`src/rtl/repsub_div_pkg.sv`:
```
// repsub_div_pkg: state encoding and control strobes for the repeated-subtraction divider
package repsub_div_pkg;
  typedef enum logic [1:0] {IDLE = 2'd0, LOAD_DVS = 2'd1, SUB = 2'd2, DONE = 2'd3} state_t;
  typedef struct packed {
    logic ld_r;
    logic ld_b;
    logic clr_q;
    logic sub_en;
    logic set_q_ones;
  } strobe_t;
  localparam strobe_t STB_NONE     = '0;
  localparam strobe_t STB_LOAD_A   = '{ld_r: 1'b1, ld_b: 1'b0, clr_q: 1'b1, sub_en: 1'b0, set_q_ones: 1'b0};
  localparam strobe_t STB_LOAD_B   = '{ld_r: 1'b0, ld_b: 1'b1, clr_q: 1'b0, sub_en: 1'b0, set_q_ones: 1'b0};
  localparam strobe_t STB_ZERO_DVS = '{ld_r: 1'b0, ld_b: 1'b1, clr_q: 1'b0, sub_en: 1'b0, set_q_ones: 1'b1};
  localparam strobe_t STB_SUB      = '{ld_r: 1'b0, ld_b: 1'b0, clr_q: 1'b0, sub_en: 1'b1, set_q_ones: 1'b0};
endpackage

```
`src/rtl/repsub_div_datapath.sv`:
```
// repsub_div_datapath: R/B/Q registers, unsigned compare and subtractor
module repsub_div_datapath #(
  parameter int WIDTH = 8
) (
  input  logic             clk,
  input  logic             reset,
  input  logic [WIDTH-1:0] data_in,
  input  logic             ld_r,
  input  logic             ld_b,
  input  logic             clr_q,
  input  logic             sub_en,
  input  logic             set_q_ones,
  output logic             r_ge_b,
  output logic [WIDTH-1:0] quotient,
  output logic [WIDTH-1:0] remainder
);
  logic [WIDTH-1:0] b;
  assign r_ge_b = remainder >= b;
  always_ff @(posedge clk or posedge reset)
    if (reset) begin
      remainder <= '0;
      b         <= '0;
      quotient  <= '0;
    end else begin
      if (ld_r) remainder <= data_in;
      else if (sub_en) remainder <= remainder - b;
      if (ld_b) b <= data_in;
      if (clr_q) quotient <= '0;
      else if (set_q_ones) quotient <= '1;
      else if (sub_en) quotient <= quotient + WIDTH'(1);
    end
endmodule

```
`src/rtl/repsub_divider.sv`:
```
// repsub_divider: controller FSM over a repeated-subtraction datapath; REPSUB_DIV_BYZERO_FLAG_EN adds div_by_zero
module repsub_divider
  import repsub_div_pkg::*;
#(
  parameter int WIDTH = 8
) (
  input  logic             clk,
  input  logic             reset,
  input  logic             start,
  input  logic [WIDTH-1:0] data_in,
  output logic             busy,
  output logic             done,
  output logic [WIDTH-1:0] quotient,
  output logic [WIDTH-1:0] remainder
`ifdef REPSUB_DIV_BYZERO_FLAG_EN
  ,
  output logic             div_by_zero
`endif
);
  state_t  state, next;
  strobe_t stb;
  logic    r_ge_b;
  always_ff @(posedge clk or posedge reset)
    if (reset) state <= IDLE;
    else state <= next;
  always_comb begin
    next = state;
    stb  = STB_NONE;
    case (state)
      IDLE: if (start) begin
        stb  = STB_LOAD_A;
        next = LOAD_DVS;
      end
      LOAD_DVS: begin
        stb  = !start ? STB_NONE : data_in == '0 ? STB_ZERO_DVS : STB_LOAD_B;
        next = !start ? IDLE : data_in == '0 ? DONE : SUB;
      end
      SUB: begin
        stb  = start && r_ge_b ? STB_SUB : STB_NONE;
        next = !start ? IDLE : r_ge_b ? SUB : DONE;
      end
      default: next = IDLE;
    endcase
  end
  assign busy = state == LOAD_DVS || state == SUB;
  assign done = state == DONE;
`ifdef REPSUB_DIV_BYZERO_FLAG_EN
  always_ff @(posedge clk or posedge reset)
    if (reset) div_by_zero <= 1'b0;
    else if (stb.ld_r) div_by_zero <= 1'b0;
    else if (stb.set_q_ones) div_by_zero <= 1'b1;
`endif
  repsub_div_datapath #(.WIDTH(WIDTH)) u_dp (
    .clk        (clk),
    .reset      (reset),
    .data_in    (data_in),
    .ld_r       (stb.ld_r),
    .ld_b       (stb.ld_b),
    .clr_q      (stb.clr_q),
    .sub_en     (stb.sub_en),
    .set_q_ones (stb.set_q_ones),
    .r_ge_b     (r_ge_b),
    .quotient   (quotient),
    .remainder  (remainder)
  );
endmodule

```
`config.mk`:
```
export PLATFORM = sky130hd
export DESIGN_NAME = repsub_divider
export DESIGN_NICKNAME = d
export VERILOG_FILES = /design/src/rtl/repsub_div_pkg.sv /design/src/rtl/repsub_div_datapath.sv /design/src/rtl/repsub_divider.sv
export SDC_FILE = /design/constraint.sdc
export NUM_CORES = 1
export LEC_CHECK = 0
export BUFFER_PORTS_ARGS = -buffer_cell sky130_fd_sc_hd__buf_4
export CAP_MARGIN = 40
export CORE_AREA = 2 2 58 60
export CTS_CLUSTER_SIZE = 16
export DETAILED_ROUTE_END_ITERATION = 16
export DIE_AREA = 0 0 60 62
export MAX_ROUTING_LAYER = met4
export PLACE_DENSITY = 0.77
export SETUP_SLACK_MARGIN = 0.3
export SLEW_MARGIN = 20
export SYNTH_ARGS = -nofsm -noshare
export SYNTH_HDL_FRONTEND = slang
export SYNTH_SLANG_ARGS = --single-unit
export TNS_END_PERCENT = 1
```
`constraint.sdc`:
```
create_clock -name clk -period 7.4 [get_ports clk]
set_clock_uncertainty 0.05 [all_clocks]
set_input_delay 1.11 -clock clk [delete_from_list [all_inputs] [get_ports clk]]
set_output_delay 1.11 -clock clk [all_outputs]
set_load 0.005 [all_outputs]
```
==> reports/qor.yml, run 1 <==
async_flop_share_pct: 100
detailedRoute.firstIterationViolations: 76
power_leakage_nw: 0.946
tritoncts: "built"
io_buffers: 28
finalCritPeriodShare_pct: 39.2
synth.most_common_cell: "sky130_fd_sc_hd__dfrtp_1"
crit_chain: "inv_1 > ha_1 > fa_1 > nand2b_1 > o2bb2ai_2 > a211oi_4 > o21ai_4 > and4b_1 > or4_1"
worst-r2r-setup-slack_ps: 4500
yosysUniqueCellTypes: 40
clock_sink_count: 26
gp_congestion: 0.937
chipHeight_microns: 62
min-delay-path-class: "reg2reg"
placedCellCount: 239
core_area_sq_um: 3180
hold_violations: 0
cts-hold-fix-buffers: 0
layout.filler_cells: 276
cts_root_buffer: "sky130_fd_sc_hd__clkbuf_4"
worst_skew_pair.late_latency_ps: 320
hpwlAfterDp_mm: 2.85
synth_sequential_area_ratio_pct: 39.4
worstPathMaxFanout: 9
critical_path.reg2reg.endpoint: "u_dp.quotient[4]"
maxSlewHeadroom_pct: 64.3
cts-buffers-inserted: 3
drt.antenna.violating_nets: 0
irDropWorstVdd_uv: 245
start_util_pct: 52.0
syn-num-nets: 191
max_slew.worst_pin.slew_ps: 534
cpMaxStageDelayCell: "sky130_fd_sc_hd__or4_1"
number_of_register_bits_inferred_by_synthesis: 26
setup_tns_ps: 0
crit_path_max_incr_delay_ps: 490
final_nets: 224
totalWireLength_mm: 3.65
reg2reg_from: "u_dp.remainder[0]"
final-seq-area_sq_um: 651
max_clock_freq_mhz: 344
yosys.area.top_type: "sky130_fd_sc_hd__dfrtp_1"
source_of_the_worst_hold_timing_path: "u_dp.b[6]"
finalCriticalPeriod_ps: 2900
largest_net_degree_at_the_start_of_global_routing: 22
htree_levels: 1
drcViolationCount: 0
synth-main-ff-cell: "sky130_fd_sc_hd__dfrtp_1"
post_route_cells_drive_above_1_share_pct: 25.8
slew_viol_final: 0
drv.max_cap_violation_count: 0
setup_repair_after_global_routing_missed_its_margin: "false"
report.power.total_mw: 0.825
synth_top_area_share_pct: 39.4
global_route_wire_length_before_repair_mm: 6.40
rr_worst_depth: 9
num_io_pins: 29
final_number_of_setup_violating_endpoints: 0
yosysWarningCount: 0
maximum_number_of_buffers_from_clock_root_to_sink: 2
multi_input_comb_area_sq_um: 937
routedWlPerCell_microns: 15.0
grtUsageTotal_pct: 23.6
critical_path.endpoint: "u_dp.quotient[4]"
worst_setup_path_startpoint: "u_dp.remainder[0]"
worstSetupStartpointType: "flop"
gr-total-overflow: 0
path_clk_slew_ps: 150
post_synth_inst_count: 166
antennaDiodeCount: 0
status: "finished clean"
cts_repair_resize_count: 0
synth_edf_count: 0
final-instance-count-excl-fill: 244
via_count: 1373
floorplan.rows: 21
grt_pass1_vias: 1351
critical_setup_path_kind: "reg2reg"
antenna_found_initial: 0
synth.area.top_cells: "sky130_fd_sc_hd__dfrtp_1 39%, sky130_fd_sc_hd__ha_1 9.8%, sky130_fd_sc_hd__mux2_2 5.5%"
avgViaCountPerCell: 5.63
mappedNetlistArea_sq_um: 1650
fp.dieW_microns: 60
critical_path.endpoint_type: "flop"
syn-mean-instance-area_sq_um: 9.96
firstDrtPassIters: 4
synth_common_cells: "26 x sky130_fd_sc_hd__dfrtp_1, 18 x sky130_fd_sc_hd__nand2_1, 14 x sky130_fd_sc_hd__inv_1"
power.density_cell_area_nw_per_um2: 418
cts_setup_buffers: 0
worstPathArrival_ps: 3060
area_growth_syn_to_layout_pct: 19.5
die_outline_area_sq_um: 3720
worst_path_required_time_ps: 7560
-- metal layers --
| metal | global-route usage (%) | routed length [microns] | vias to the layer above |
|---|---|---|---|
| met5 | - | 0 | - |
| met4 | 7.94 | 40 | 0 |
| met3 | 3.11 | 167 | 4 |
| met2 | 36.8 | 1820 | 48 |
| met1 | 31.8 | 1620 | 654 |
| li1 | - | - | 667 |
-- registers in the layout, summed over array words and instances, names as in the netlist --
name,cells
u_dp.b,8
u_dp.remainder,8
state,2
u_dp.quotient,8
-- critical path, delay by kind of cell (launching register included) --
family                     cells  cell delay [ps]
adders and majority gates      2              630
buffers and inverters          1               60
AOI/OAI and AO/OA              3              770
and+or+nand+nor                3              870
DFF                            1              400
-- layout by cell type, fill, tap and decap left out, types with 2 or more instances in the layout --
master / Yosys / final
sky130_fd_sc_hd__nand2_1: 18 / 18
sky130_fd_sc_hd__buf_4: 0 / 29
sky130_fd_sc_hd__dfrtp_1: 26 / 26
sky130_fd_sc_hd__ha_1: 13 / 13
sky130_fd_sc_hd__xor2_1: 8 / 8
sky130_fd_sc_hd__clkbuf_4: 0 / 4
sky130_fd_sc_hd__o221ai_1: 4 / 4
sky130_fd_sc_hd__nand3_1: 2 / 2
sky130_fd_sc_hd__xnor2_1: 3 / 3
sky130_fd_sc_hd__nor4_1: 4 / 4
sky130_fd_sc_hd__o211ai_1: 7 / 7
sky130_fd_sc_hd__inv_1: 14 / 14
sky130_fd_sc_hd__nor2b_1: 2 / 2
sky130_fd_sc_hd__nor3_1: 3 / 3
sky130_fd_sc_hd__nand4_1: 3 / 3
sky130_fd_sc_hd__and3_1: 2 / 2
sky130_fd_sc_hd__mux2_2: 8 / 8
sky130_fd_sc_hd__a221o_1: 4 / 4
sky130_fd_sc_hd__o21ai_0: 2 / 2
sky130_fd_sc_hd__a21oi_1: 11 / 11
sky130_fd_sc_hd__nor2_1: 10 / 10
-- stage by stage --
| stage | worst slack [ps] | util [%] | cell area [sq um] | hold slack (ps) |
|---|---|---|---|---|
| 2_1_floorplan | 4750 | - | 1650 | 429 |
| 3_3_place_gp | 4610 | 60.3 | 1920 | 439 |
| 3_5_place_dp | 4520 | 60.7 | 1930 | 444 |
| 4_1_cts | 4490 | 61.9 | 1970 | 476 |
| 5_1_grt | 4330 | 62.1 | 1970 | 481 |
| 6_report | 4500 | 62.1 | 1970 | 474 |
-- layout make-up --
class	count	share of cell area, %
inverter	14	2.66
multi-input combinational	123	47.5
sequential	26	33.0
tap	46	2.92
timing repair buffer	31	12.2
clock buffer	4	1.84
-- report_power, final --
| part | switching, mW | internal [mW] |
|---|---|---|
| Clock | 0.0427 | 0.0301 |
| Combinational | 0.288 | 0.232 |
| Sequential | 0.0395 | 0.193 |
| Total | 0.370 | 0.455 |
-- worst min-delay path by stage --
stage,to,depth (start not counted)
2_1_floorplan,u_dp.b[2],1
3_3_place_gp,u_dp.b[5],1
3_5_place_dp,u_dp.b[4],1
4_1_cts,u_dp.b[4],1
5_1_grt,u_dp.b[4],1
6_report,u_dp.b[6],1
-- logic make-up after synthesis --
| kind of cell | Yosys count | synth area share, % |
|---|---|---|
| simple gates | 52 | 15.7 |
| compound gates | 37 | 18.0 |
| flops | 26 | 39.4 |
| buf+inv | 17 | 3.94 |
| fa+ha+maj | 14 | 11.1 |
| xor+xnor | 11 | 5.83 |
| mux | 9 | 6.06 |
Note: power is estimated with default switching activity, not from simulation.
==> run 2, diff against run 1 <==
- CORE_AREA: 2 2 58 60 -> 2 2 61 63
- DIE_AREA: 0 0 60 62 -> 0 0 63 65
- PLACE_DENSITY: 0.77 -> 0.73
- clock period: 7.4 -> 2.5 ns (I/O delays scaled with it)
==> reports/qor.yml, run 2 (synthesis gave the netlist of run 1 again) <==
status: "finished clean"
hold_violations: 0
grt_pass1_vias: 1435
critical_path.endpoint_type: "flop"
largest_regs: "u_dp.b (8), u_dp.quotient (8), u_dp.remainder (8)"
finalHoldWorstSlack_ps: 6.84
routedWlPerCell_microns: 15.9
path_clk_slew_ps: 160
critical_setup_path_kind: "reg2reg"
report.power.total_mw: 2.80
avgViaCountPerCell: 5.84
worstPathMaxFanout: 2
drv.max_cap_violation_count: 0
start_util_pct: 47.3
post_route_cells_drive_above_1_share_pct: 33.2
fp.dieW_microns: 63
floorplan.rows: 22
via_count: 1477
setup_repair_after_global_routing_missed_its_margin: "true"
final_number_of_setup_violating_endpoints: 0
die_outline_area_sq_um: 4100
grtUsageTotal_pct: 21.1
power.density_cell_area_nw_per_um2: 1330
drcViolationCount: 0
firstDrtPassIters: 4
cts-buffers-inserted: 3
final_nets: 231
largest_net_degree_at_the_start_of_global_routing: 27
max_clock_freq_mhz: 407
final-instance-count-excl-fill: 253
hpwlAfterDp_mm: 3.04
maximum_number_of_buffers_from_clock_root_to_sink: 2
maxSlewHeadroom_pct: 68.3
min-delay-path-class: "in2async"
num_io_pins: 29
chipHeight_microns: 65
placedCellCount: 247
detailedRoute.firstIterationViolations: 93
cts_root_buffer: "sky130_fd_sc_hd__clkbuf_4"
max_slew.worst_pin.slew_ps: 472
drt.antenna.violating_nets: 0
antennaDiodeCount: 0
antenna_found_initial: 0
power_frac_seq_pct: 24.8
tritoncts: "built"
worst-r2r-setup-slack_ps: 40
power_switching_share_pct: 44.0
internal_power_mw: 1.57
totalWireLength_mm: 4.02
layout_commonest_cell: "sky130_fd_sc_hd__buf_4"
global_route_wire_length_before_repair_mm: 6.64
io_buffers: 28
finalCritPeriodShare_pct: 98.3
irDropWorstVdd_uv: 874
worstSetupStartpointType: "flop"
gp_congestion: 0.872
gr-total-overflow: 0
clock_sink_count: 26
layout.filler_cells: 310
core_area_sq_um: 3500
power_leakage_nw: 0.993
worst_skew_pair.late_latency_ps: 350
power.switching_mw: 1.23
clockPowerShare_pct: 10.9
worst_path_required_time_ps: 2670
htree_levels: 1
layout.cells.most_common_list: "37 x sky130_fd_sc_hd__buf_4, 26 x sky130_fd_sc_hd__dfrtp_1, 18 x sky130_fd_sc_hd__nand2_1"
slew_viol_final: 0
area_growth_syn_to_layout_pct: 27.6
worstPathArrival_ps: 2630
p_comb_share_pct: 64.4
finalCriticalPeriod_ps: 2460
## run 2: cell types whose count changed in the layout (fill, tap and decap cells not counted), moves of 2 or more
cell                       before  now
sky130_fd_sc_hd__nor2_4         0    2
sky130_fd_sc_hd__nor2_2         0    2
sky130_fd_sc_hd__o221ai_2       0    2
sky130_fd_sc_hd__buf_4         29   37
sky130_fd_sc_hd__nor2_1        10    6
sky130_fd_sc_hd__o221ai_1       4    2
## run 2: metrics by stage
step | setup TNS [ps] | cell area, sq um | setup WS [ps] | util, %
2_1_floorplan | -101 | 1680 | -101 | -
3_3_place_gp | 0 | 2000 | 28.7 | 57.1
3_5_place_dp | -49.4 | 2000 | -22.3 | 57.1
4_1_cts | 0 | 2060 | 32.7 | 58.9
5_1_grt | -120 | 2110 | -49.2 | 60.3
6_report | 0 | 2110 | 41.7 | 60.3
## run 2: power by group through the flow
stage | Combinational [mW] | Sequential [mW] | Clock (mW)
5_1_grt | 1.99 | 0.718 | 0.321
2_1_floorplan | 1.19 | 0.679 | 0
6_report | 1.80 | 0.694 | 0.305
4_1_cts | 1.69 | 0.689 | 0.303
3_3_place_gp | 1.58 | 0.687 | 0
3_5_place_dp | 1.65 | 0.698 | 0
## run 2: critical path, stage by stage (launching register included)
cell and delay (ps):
sky130_fd_sc_hd__dfrtp_1 440, sky130_fd_sc_hd__ha_4 170, sky130_fd_sc_hd__fa_2 330, sky130_fd_sc_hd__nand2b_4 150, sky130_fd_sc_hd__o2bb2ai_4 150, sky130_fd_sc_hd__a211oi_4 330
sky130_fd_sc_hd__o21ai_4 70, sky130_fd_sc_hd__and4b_1 180, sky130_fd_sc_hd__or4_1 470
## run 2: layout make-up
type / instances / area (sq um) / area share (%)
Clock buffer: 3 / 22.5 / 1.07
Clock inverter: 1 / 30.0 / 1.42
Sequential cell: 26 / 651 / 30.8
Multi-Input combinational cell: 123 / 1000 / 47.6
Tap cell: 48 / 60.1 / 2.85
Inverter: 14 / 52.6 / 2.49
Timing Repair Buffer: 38 / 289 / 13.7
## run 2: repair_timing
item                       4_1_cts  5_1_grt
pin swaps                        4       13
gates resized for setup          1       10
setup buffers                    1        1
hold buffers                     0        0
setup endpoints to repair       16       16
## run 2: layer usage
metal / track usage (%) / wire [microns] / up-vias
met3: 2.78 / 169 / 8
met1: 25.1 / 1670 / 731
met5: - / 0 / -
li1: - / - / 687
met4: 5.56 / 66 / 0
met2: 37.6 / 2110 / 51
## run 2: path summary, 6_finish.rpt
| path | startpoint | end | cells past startpoint |
|---|---|---|---|
| max in group asynchronous | reset | u_dp.b[1] | 3 |
| min in group clk | data_in[1] | u_dp.remainder[1] | 3 |
| worst min-delay path | reset | u_dp.remainder[6] | 3 |
| worst max-delay path | u_dp.b[0] | u_dp.quotient[4] | 8 |
| worst max register to register | u_dp.b[0] | u_dp.quotient[4] | 8 |
| worst min register to register | u_dp.b[5] | u_dp.b[5] | 1 |
